`src/rtl/sram_arb_pkg.sv`:
```
// Shared constants for the two-requester sram-like arbiter.
// Port ids double as the 1-bit tags stored in the completion-order FIFO.
package sram_arb_pkg;
    localparam logic PORT_M0         = 1'b0;
    localparam logic PORT_M1         = 1'b1;
    localparam int   ARB_OUTSTANDING = 4;
endpackage

```
`src/rtl/sram_arb_tag_fifo.sv`:
```
// In-order tag FIFO: one port id per accepted downstream transaction.
// Same-cycle push and pop leave count unchanged; pointers wrap modulo DEPTH.
module sram_arb_tag_fifo #(
    parameter int DEPTH = 4
) (
    input  logic                       clk,
    input  logic                       reset,
    input  logic                       push,
    input  logic                       din,
    input  logic                       pop,
    output logic                       head,
    output logic [$clog2(DEPTH):0]     count,
    output logic                       full,
    output logic                       empty
);
    localparam int PTR_W = $clog2(DEPTH);
    localparam logic [PTR_W:0] FULL_CNT = DEPTH[PTR_W:0];

    logic             mem [DEPTH];
    logic [PTR_W-1:0] wr_ptr;
    logic [PTR_W-1:0] rd_ptr;
    logic             do_push;
    logic             do_pop;

    assign full    = (count == FULL_CNT);
    assign empty   = (count == '0);
    // Fullness is judged before any pop this cycle, so a pop never frees a slot early.
    assign do_push = push & ~full;
    assign do_pop  = pop & ~empty;
    assign head    = mem[rd_ptr];

    always_ff @(posedge clk) begin
        if (do_push) begin
            mem[wr_ptr] <= din;
        end
    end

    always_ff @(posedge clk) begin
        if (reset) begin
            wr_ptr <= '0;
            rd_ptr <= '0;
            count  <= '0;
        end else begin
            if (do_push) begin
                wr_ptr <= wr_ptr + 1'b1;
            end
            if (do_pop) begin
                rd_ptr <= rd_ptr + 1'b1;
            end
            case ({do_push, do_pop})
                2'b10:   count <= count + 1'b1;
                2'b01:   count <= count - 1'b1;
                default: count <= count;
            endcase
        end
    end
endmodule

```
`src/rtl/sram_like_arbiter.sv`:
```
// Round-robin arbiter sharing one sram-like downstream port between the CPU
// data port (m0) and the debug/DMA port (m1), with in-order data_ok routing.
module sram_like_arbiter
    import sram_arb_pkg::*;
#(
    parameter int OUTSTANDING = ARB_OUTSTANDING
) (
    input  logic        clk,
    input  logic        reset,

    input  logic        m0_req,
    input  logic        m0_wr,
    input  logic [3:0]  m0_wstrb,
    input  logic [31:0] m0_addr,
    input  logic [31:0] m0_wdata,
    output logic [31:0] m0_rdata,
    output logic        m0_addr_ok,
    output logic        m0_data_ok,

    input  logic        m1_req,
    input  logic        m1_wr,
    input  logic [3:0]  m1_wstrb,
    input  logic [31:0] m1_addr,
    input  logic [31:0] m1_wdata,
    output logic [31:0] m1_rdata,
    output logic        m1_addr_ok,
    output logic        m1_data_ok,

    output logic        s_req,
    output logic        s_wr,
    output logic [3:0]  s_wstrb,
    output logic [31:0] s_addr,
    output logic [31:0] s_wdata,
    input  logic [31:0] s_rdata,
    input  logic        s_addr_ok,
    input  logic        s_data_ok,

    output logic        err
);
    localparam int PTR_W = $clog2(OUTSTANDING);

    // Handshake: a request transfers in the cycle where s_req and s_addr_ok are
    // both high; the requester holds req and its fields until its addr_ok.
    // Completions arrive on s_data_ok strictly in acceptance order.

    logic             last_grant;
    logic             lock;
    logic             lock_id;
    logic             grant;
    logic             accept;
    logic             pop;
    logic             head;
    logic             full;
    logic             empty;
    logic [PTR_W:0]   count;

    always_comb begin
        grant = PORT_M0;
        if (lock) begin
            grant = lock_id;
        end else if (m0_req && !m1_req) begin
            grant = PORT_M0;
        end else if (m1_req && !m0_req) begin
            grant = PORT_M1;
        end else begin
            grant = ~last_grant;
        end
    end

    assign s_req   = (m0_req | m1_req) & ~full & ~reset;
    assign s_wr    = (grant == PORT_M1) ? m1_wr    : m0_wr;
    assign s_wstrb = (grant == PORT_M1) ? m1_wstrb : m0_wstrb;
    assign s_addr  = (grant == PORT_M1) ? m1_addr  : m0_addr;
    assign s_wdata = (grant == PORT_M1) ? m1_wdata : m0_wdata;

    assign accept  = s_req & s_addr_ok;
    assign pop     = s_data_ok & ~empty & ~reset;

    assign m0_addr_ok = accept & (grant == PORT_M0);
    assign m1_addr_ok = accept & (grant == PORT_M1);
    assign m0_data_ok = pop & (head == PORT_M0);
    assign m1_data_ok = pop & (head == PORT_M1);

    // Read data is broadcast; only data_ok identifies the owner.
    assign m0_rdata = s_rdata;
    assign m1_rdata = s_rdata;

    always_ff @(posedge clk) begin
        if (reset) begin
            last_grant <= PORT_M1;
            lock       <= 1'b0;
            lock_id    <= PORT_M0;
            err        <= 1'b0;
        end else begin
            if (accept) begin
                last_grant <= grant;
                lock       <= 1'b0;
            end else if (s_req) begin
                // Presented but not taken: hold this requester until accepted.
                lock    <= 1'b1;
                lock_id <= grant;
            end
            if (s_data_ok && (count == '0)) begin
                err <= 1'b1;
            end
        end
    end

    sram_arb_tag_fifo #(
        .DEPTH (OUTSTANDING)
    ) u_tag_fifo (
        .clk   (clk),
        .reset (reset),
        .push  (accept),
        .din   (grant),
        .pop   (pop),
        .head  (head),
        .count (count),
        .full  (full),
        .empty (empty)
    );
endmodule
```
`config.mk`:
```
export PLATFORM = sky130hd
export DESIGN_NAME = sram_like_arbiter
export DESIGN_NICKNAME = d
export VERILOG_FILES = /design/src/rtl/sram_arb_pkg.sv /design/src/rtl/sram_arb_tag_fifo.sv /design/src/rtl/sram_like_arbiter.sv
export SDC_FILE = /design/constraint.sdc
export NUM_CORES = 1
export LEC_CHECK = 0
export BUFFER_PORTS_ARGS = -buffer_cell sky130_fd_sc_hd__buf_4
export CAP_MARGIN = 0
export CORE_AREA = 2 2 121 123
export DETAILED_ROUTE_END_ITERATION = 16
export DIE_AREA = 0 0 123 125
export PLACE_DENSITY = 0.47
export SLEW_MARGIN = 15
export SYNTH_ARGS = -nofsm -noshare
export SYNTH_HDL_FRONTEND = slang
export SYNTH_SLANG_ARGS = --single-unit
```
`constraint.sdc`:
```
create_clock -name clk -period 2.2 [get_ports clk]
set_input_delay 0.11 -clock clk [delete_from_list [all_inputs] [get_ports clk]]
set_output_delay 0.11 -clock clk [all_outputs]
set_load 0.02 [all_outputs]
```
Word level (Yosys, flattened, before mapping)
Memories as Yosys holds them, arrays and structs flattened. A register that Yosys moved wholly into a read port is not among the register bits.
Index checks and enable logic that the tools add are counted.
Widths: inputs -> output; s select.
{"block": "totals", "ram_bits": 4, "output_inout_bits": 139, "memories": 1, "word_cells": 55, "in_bits": 176, "reg_bits": 11}
{"block": "classes", "muxes": 12, "reduce_logical": 9, "eq_ne": 3, "n_addsub": 4, "bitwise": 19}
{"memory": "u_tag_fifo.mem", "words": 4, "width": 1, "read_ports": 1, "rd_ports_with_merged_regs": 1, "write_ports": 1, "line": "sram_arb_tag_fifo.sv:19", "rtl": "logic mem [DEPTH];"}
{"operator": "$mux 32", "n": 2}
{"operator": "$and 1x1->1", "n": 11}
{"operator": "$not 1->1", "n": 7}
{"operator": "$mux 1", "n": 6}
{"operator": "$pmux 3 s2", "n": 1}
{"operator": "$add 2x1->2 const B", "n": 2}
{"operator": "$mux 2", "n": 2}
{"operator": "$mux 4", "n": 1}
{"operator": "$add 3x1->3 const B", "n": 1}
{"operator": "$eq 3x3->1 const B", "n": 1}
{"operator": "$logic_and 1x1->1", "n": 3}
{"operator": "$logic_not 3->1", "n": 1}
{"operator": "$sub 3x1->3 const B", "n": 1}
{"operator": "$eq 2x1->1 const B", "n": 1}
{"operator": "$eq 2x2->1 const B", "n": 1}
{"operator": "$logic_not 1->1", "n": 2}
{"operator": "$reduce_and 2->1", "n": 1}
{"operator": "$reduce_bool 2->1", "n": 1}
{"operator": "$reduce_or 2->1", "n": 1}
{"operator": "$or 1x1->1", "n": 1}

Logic depth before layout (Yosys ltp)
{"block": "logic_depth", "ltp_word": 8, "depth_mapped": 9, "ltp_nobuf": 9}

By module
From an unflattened synthesis, not the netlist that was laid out.
{"block": "hier_totals", "cells_unflattened": 489, "area_unflattened_um2": 3623.5}
{"module": "sram_like_arbiter", "cells_per_inst": 430, "n_inst": 1, "seq_area_each_um2": 80.1, "area_per_inst_um2": 3005.4}
{"module": "sram_arb_tag_fifo", "cells_per_inst": 59, "n_inst": 1, "seq_area_each_um2": 300.3, "area_per_inst_um2": 618.1}

Worst setup path before layout
OpenSTA, ideal clock, no wires.
{"block": "synth_path", "path_type": "flip-flop to flip-flop", "start": "register u_tag_fifo.count[2]", "end": "register u_tag_fifo.count[1]", "period_less_slack_ps": 1698, "path_slack_ps": 502, "n_path_buf": 0, "required_ps": 2079, "stages_incl_launch_ff": 6, "arrival_time_ps": 1576, "setup_time_ps": 121, "cell_sequence": "dfxtp_1 nor3b_2 nor2_1 nor3_1 fa_1 mux2_4"}
{"block": "synth_between", "elab_chain_cells": 8, "word_cells_on_any_way": 15, "cone_classes": "eq/ne (3); mux (1); bitwise (9); reduce/logical (2)"}
{"item": "from (decl)", "line": "sram_arb_tag_fifo.sv:12", "rtl": "output logic [$clog2(DEPTH):0] count,"}
{"item": "from (signal assigned)", "line": "sram_arb_tag_fifo.sv:51", "rtl": "2'b10: count <= count + 1'b1;"}
{"item": "from (signal assigned)", "line": "sram_arb_tag_fifo.sv:52", "rtl": "2'b01: count <= count - 1'b1;"}
{"item": "from (signal assigned)", "line": "sram_arb_tag_fifo.sv:53", "rtl": "default: count <= count;"}
{"item": "$eq 3x3->1", "line": "sram_arb_tag_fifo.sv:25", "rtl": "assign full = (count == FULL_CNT);"}
{"item": "$not 1->1", "line": "sram_arb_tag_fifo.sv:28, sram_like_arbiter.sv:70"}
{"item": "$and 1x1->1 (2 in series)", "line": "sram_like_arbiter.sv:70", "rtl": "assign s_req = (m0_req | m1_req) & ~full & ~reset;"}
{"item": "$and 1x1->1", "line": "sram_like_arbiter.sv:76", "rtl": "assign accept = s_req & s_addr_ok;"}
{"item": "$and 1x1->1", "line": "sram_arb_tag_fifo.sv:28", "rtl": "assign do_push = push & ~full;"}
{"item": "$eq 2x1->1 or $eq 2x2->1 (tied branches)", "line": "sram_arb_tag_fifo.sv:50", "rtl": "case ({do_push, do_pop})"}
{"item": "$pmux 3 s2 or $reduce_bool 2->1 (tied branches)"}
Parallel ways exist; a longest one is shown, timed or not.
A chain may end at the register's enable or synchronous reset.

Worst setup path in the final report
{"block": "layout_path", "start": "register u_tag_fifo.count[2]", "end": "register u_tag_fifo.count[2]"}
The elaborated chain is that of the path after synthesis.

==> Flow_metrics.wiki <==
{| class="wikitable"
! Metric !! Value
|-
| Horiz. Die Dim || 123 um
|-
| Reported max-cap violation count || 0
|-
| Depth of the worst hold-timing path || 2
|-
| Number of standard cells in the final layout excluding fillers || about 700
|-
| Required arrival time at the worst endpoint || 2.32 ns
|-
| Wire length of the first global-routing pass || 13,630 um
|-
| Remaining DRCs || 0
|-
| Starting DRC count in detailed routing || 88
|-
| Number of slew-limit violations in the final report || 0
|-
| Synthesized Nets || between 500 and 600
|-
| Number of filler instances in the final layout || between 1,500 and 2,000
|-
| Fin nets || roughly 700
|-
| Endpoint kind of the worst setup timing path || register
|-
| Type of the tightest min-delay check || in2reg
|-
| Count of distinct cell types in the synthesized netlist || 36
|-
| Share of layout cells above drive strength 1 || between 40% and 50%
|-
| Mapped Area || 2217 um2
|-
| Clock Sink Count || 17
|-
| Share of power burned in the clock network || between 10 and 15%
|-
| Mapped Cells || 373
|-
| Die Height || 125 um
|-
| Number of buffers on the longest clock path || 2
|-
| Fin. Hold Viols || 0
|-
| Yosys top cell by area || sky130_fd_sc_hd__nand2_1
|-
| Total vias in the final route || about 2,700
|-
| Half-perimeter wire length of the detailed placement result || 7901 um
|-
| Leading cell type in the layout, fill and taps excluded || sky130_fd_sc_hd__buf_4
|-
| Num rows || 44
|-
| Critical Path Source Type || register
|-
| Initial DRT Pass Iterations || 4
|-
| Setup-violating endpoint count in the final report || 0
|-
| Number of nets with antenna violations after routing || 0
|-
| Switching power || between 1 and 1.5 mW
|-
| Area growth from synthesis to layout || 64.95%
|-
| Leakage power figure || about 2.1 nW
|-
| Number of hold buffers added after CTS || 0
|-
| Yosys warning count || 0
|-
| Total placed cells including tap cells || between 600 and 700
|-
| CTS tree || done
|-
| PwrDens || ~660 nW/um2
|-
| Sum of overflow across all layers after global routing || 0
|-
| Pwr Total || 2.401 mW
|-
| Actual transition at the worst max-transition pin || between 0.4 and 0.5 ns
|-
| Number of storage elements in the synthesis netlist || 17
|-
| Clock period minus final worst setup slack || roughly 1.9 ns
|-
| Starting utilization of the core area || between 10% and 20%
|-
| Clock network latency to the later pin of the worst-skew pair || approximately 0.24 ns
|-
| Average routed wire per standard cell || roughly 13 um
|-
| Fraction of synthesized cell area taken by the top area cell type || between 30% and 40%
|-
| Depth of the worst register-to-register path || 7
|-
| Share of synthesized area occupied by flip-flops and latches || 17.16%
|-
| Maximum number of pins on one net before global-route repair || 76
|-
| Fraction of power spent switching nets || 45.14%
|-
| Total Negative Setup Slacks || 0 ns
|-
| Number of flops mapped to enable cells by yosys || 4
|-
| Period Utilization, post-route || between 80 and 90%
|-
| Setup Fix Bufs, Post-CTS || 0
|-
| GPL Wtd Cong || 0.7758
|-
| Number of port buffers || approximately 220
|-
| Core Area || 14,200 um2
|-
| Clock-pin transition on the worst setup and hold timing paths || about 0.050 ns
|-
| Post-cts resize count || 0
|-
| Maximum clock rate || ~520 MHz
|-
| Sequential power share || between 15 and 20%
|-
| Critical Setup Path Class || reg2reg
|-
| Fin Clk Skew || between 0.001 and 0.0015 ns
|-
| Wire length reported by the detailed router || 9388 um
|-
| Antenna diode count || 0
|-
| Average instance area after synthesis || ~5.9 um2
|-
| Vias in the first global route || approximately 2,600
|-
| Antenna violations before repair || 0
|-
| Detailed-route vias per instance || 3.785
|-
| Arrival time of data at the critical path endpoint || 2.04 ns
|-
| Multi-input logic area || between 1000 and 1500 um2
|-
| Maximum VDD drop || between 0.3 and 0.4 mV
|-
| Main area contributors after synthesis || sky130_fd_sc_hd__nand2_1 35%, sky130_fd_sc_hd__buf_4 22%, sky130_fd_sc_hd__dfxtp_1 12%
|-
| Master cell of the clock root buffer || sky130_fd_sc_hd__clkbuf_16
|-
| Internal cell power || between 1 and 1.5 mW
|-
| Most common flop cell mapped by yosys || sky130_fd_sc_hd__dfxtp_1
|-
| Async set or reset register ratio after synthesis || 0%
|-
| Overall global routing resource usage || between 10% and 20%
|-
| Full die area || ~15,000 um2
|-
| Result of the run || complete, no violations
|-
| Relative contribution of combinational cells to total power || ~68%
|-
| Footprint of the flip-flops and latches || ~380 um2
|-
| Clock buffer count from CTS || 3
|-
| Unrepaired setup endpoints after global routing || false
|-
| CTS HTree Levels || 1
|-
| Highest-count cells in the layout ignoring fill and taps || 221 x sky130_fd_sc_hd__buf_4, 208 x sky130_fd_sc_hd__nand2_1, 17 x sky130_fd_sc_hd__nor2_1
|-
| Top-level I/O count || roughly 320
|-
| Worst relative slew slack || a little under three quarters
|-
| Critical-path maximum fanout || 7
|}
==> stage by stage <==
step	hold slack, ns	setup WS [ns]	area, um2	util (%)
floorplan	0.2742	0.5024	2217	-
global placement	0.2202	0.3768	3577	25.19
detailed placement	0.2202	0.3122	3577	25.19
CTS	0.1579	0.2087	3657	25.75
global route	0.1748	0.08196	3657	25.75
finish	0.1610	0.2797	3657	25.75
==> worst max-delay path, stage by stage, from the launching register on <==
cell and delay [ns]:
sky130_fd_sc_hd__dfxtp_1 0.41, sky130_fd_sc_hd__nor3b_2 0.31, sky130_fd_sc_hd__nor2_1 0.11, sky130_fd_sc_hd__nor3_1 0.21, sky130_fd_sc_hd__fa_1 0.27, sky130_fd_sc_hd__inv_1 0.06
sky130_fd_sc_hd__o311ai_0 0.31, sky130_fd_sc_hd__a21oi_1 0.11
==> per-layer routing <==
layer / vias to the layer above / share of wire, % / routed length, um / GRT usage, %
met5: - / 0 / 0 / 0
met4: 0 / 0.94 / 88 / 1.738
li1: 1374 / - / - / -
met1: 1137 / 40 / 3716 / 13.08
met2: 137 / 51 / 4750 / 20.28
met3: 13 / 8.9 / 833 / 3.193
==> final cells by class <==
class,instances,share of cell area [%]
Clock buffer,3,2.053
Clock inverter,1,0.1368
Inverter,6,0.6158
Multi-Input combinational cell,270,34.59
Sequential cell,17,10.40
Tap cell,184,6.295
Timing Repair Buffer,222,45.91
==> cell usage after synthesis, types with 2 or more instances <==
| master | number |
|---|---|
| sky130_fd_sc_hd__and2_1 | 4 |
| sky130_fd_sc_hd__inv_1 | 5 |
| sky130_fd_sc_hd__buf_4 | 66 |
| sky130_fd_sc_hd__edfxtp_1 | 4 |
| sky130_fd_sc_hd__nor3_1 | 5 |
| sky130_fd_sc_hd__ha_1 | 4 |
| sky130_fd_sc_hd__xnor2_1 | 2 |
| sky130_fd_sc_hd__nand2_1 | 208 |
| sky130_fd_sc_hd__clkbuf_1 | 13 |
| sky130_fd_sc_hd__mux2i_1 | 3 |
| sky130_fd_sc_hd__nor2_1 | 17 |
| sky130_fd_sc_hd__o311ai_0 | 2 |
| sky130_fd_sc_hd__nand2b_1 | 4 |
| sky130_fd_sc_hd__dfxtp_1 | 13 |
| sky130_fd_sc_hd__or3_1 | 2 |
==> final timing paths <==
path / startpoint / end / slack [ns]
hold / removal: reset / register / 0.16
setup / recovery: u_tag_fifo.count[2] / u_tag_fifo.count[2] / 0.28
setup reg to reg: u_tag_fifo.count[2] / u_tag_fifo.count[2] / 0.28
hold reg to reg: lock_id / lock_id / 0.49
==> logic make-up (layout without fill, tap and decap cells) <==
kind of cell / after synthesis / in the layout / synth area share (%)
DFF: 17 / 17 / 17.16
and+or+nand+nor: 245 / 245 / 43.74
xor gates and xnor gates: 4 / 4 / 1.919
muxes: 5 / 5 / 3.047
AOI/OAI and AO/OA: 11 / 11 / 5.192
buffers and inverters: 86 / 232 / 25.79
adders and majority gates: 5 / 5 / 3.160
==> power by group through the flow <==
| stage | Clock [mW] | Sequential [mW] | Combinational, mW |
|---|---|---|---|
| detailed placement | 0 | 0.428 | 1.65 |
| global placement | 0 | 0.423 | 1.64 |
| global route | 0.377 | 0.427 | 1.76 |
| CTS | 0.365 | 0.422 | 1.65 |
| floorplan | 0 | 0.423 | 1.03 |
| finish | 0.356 | 0.422 | 1.62 |
Note: power is estimated with default switching activity, not from simulation.
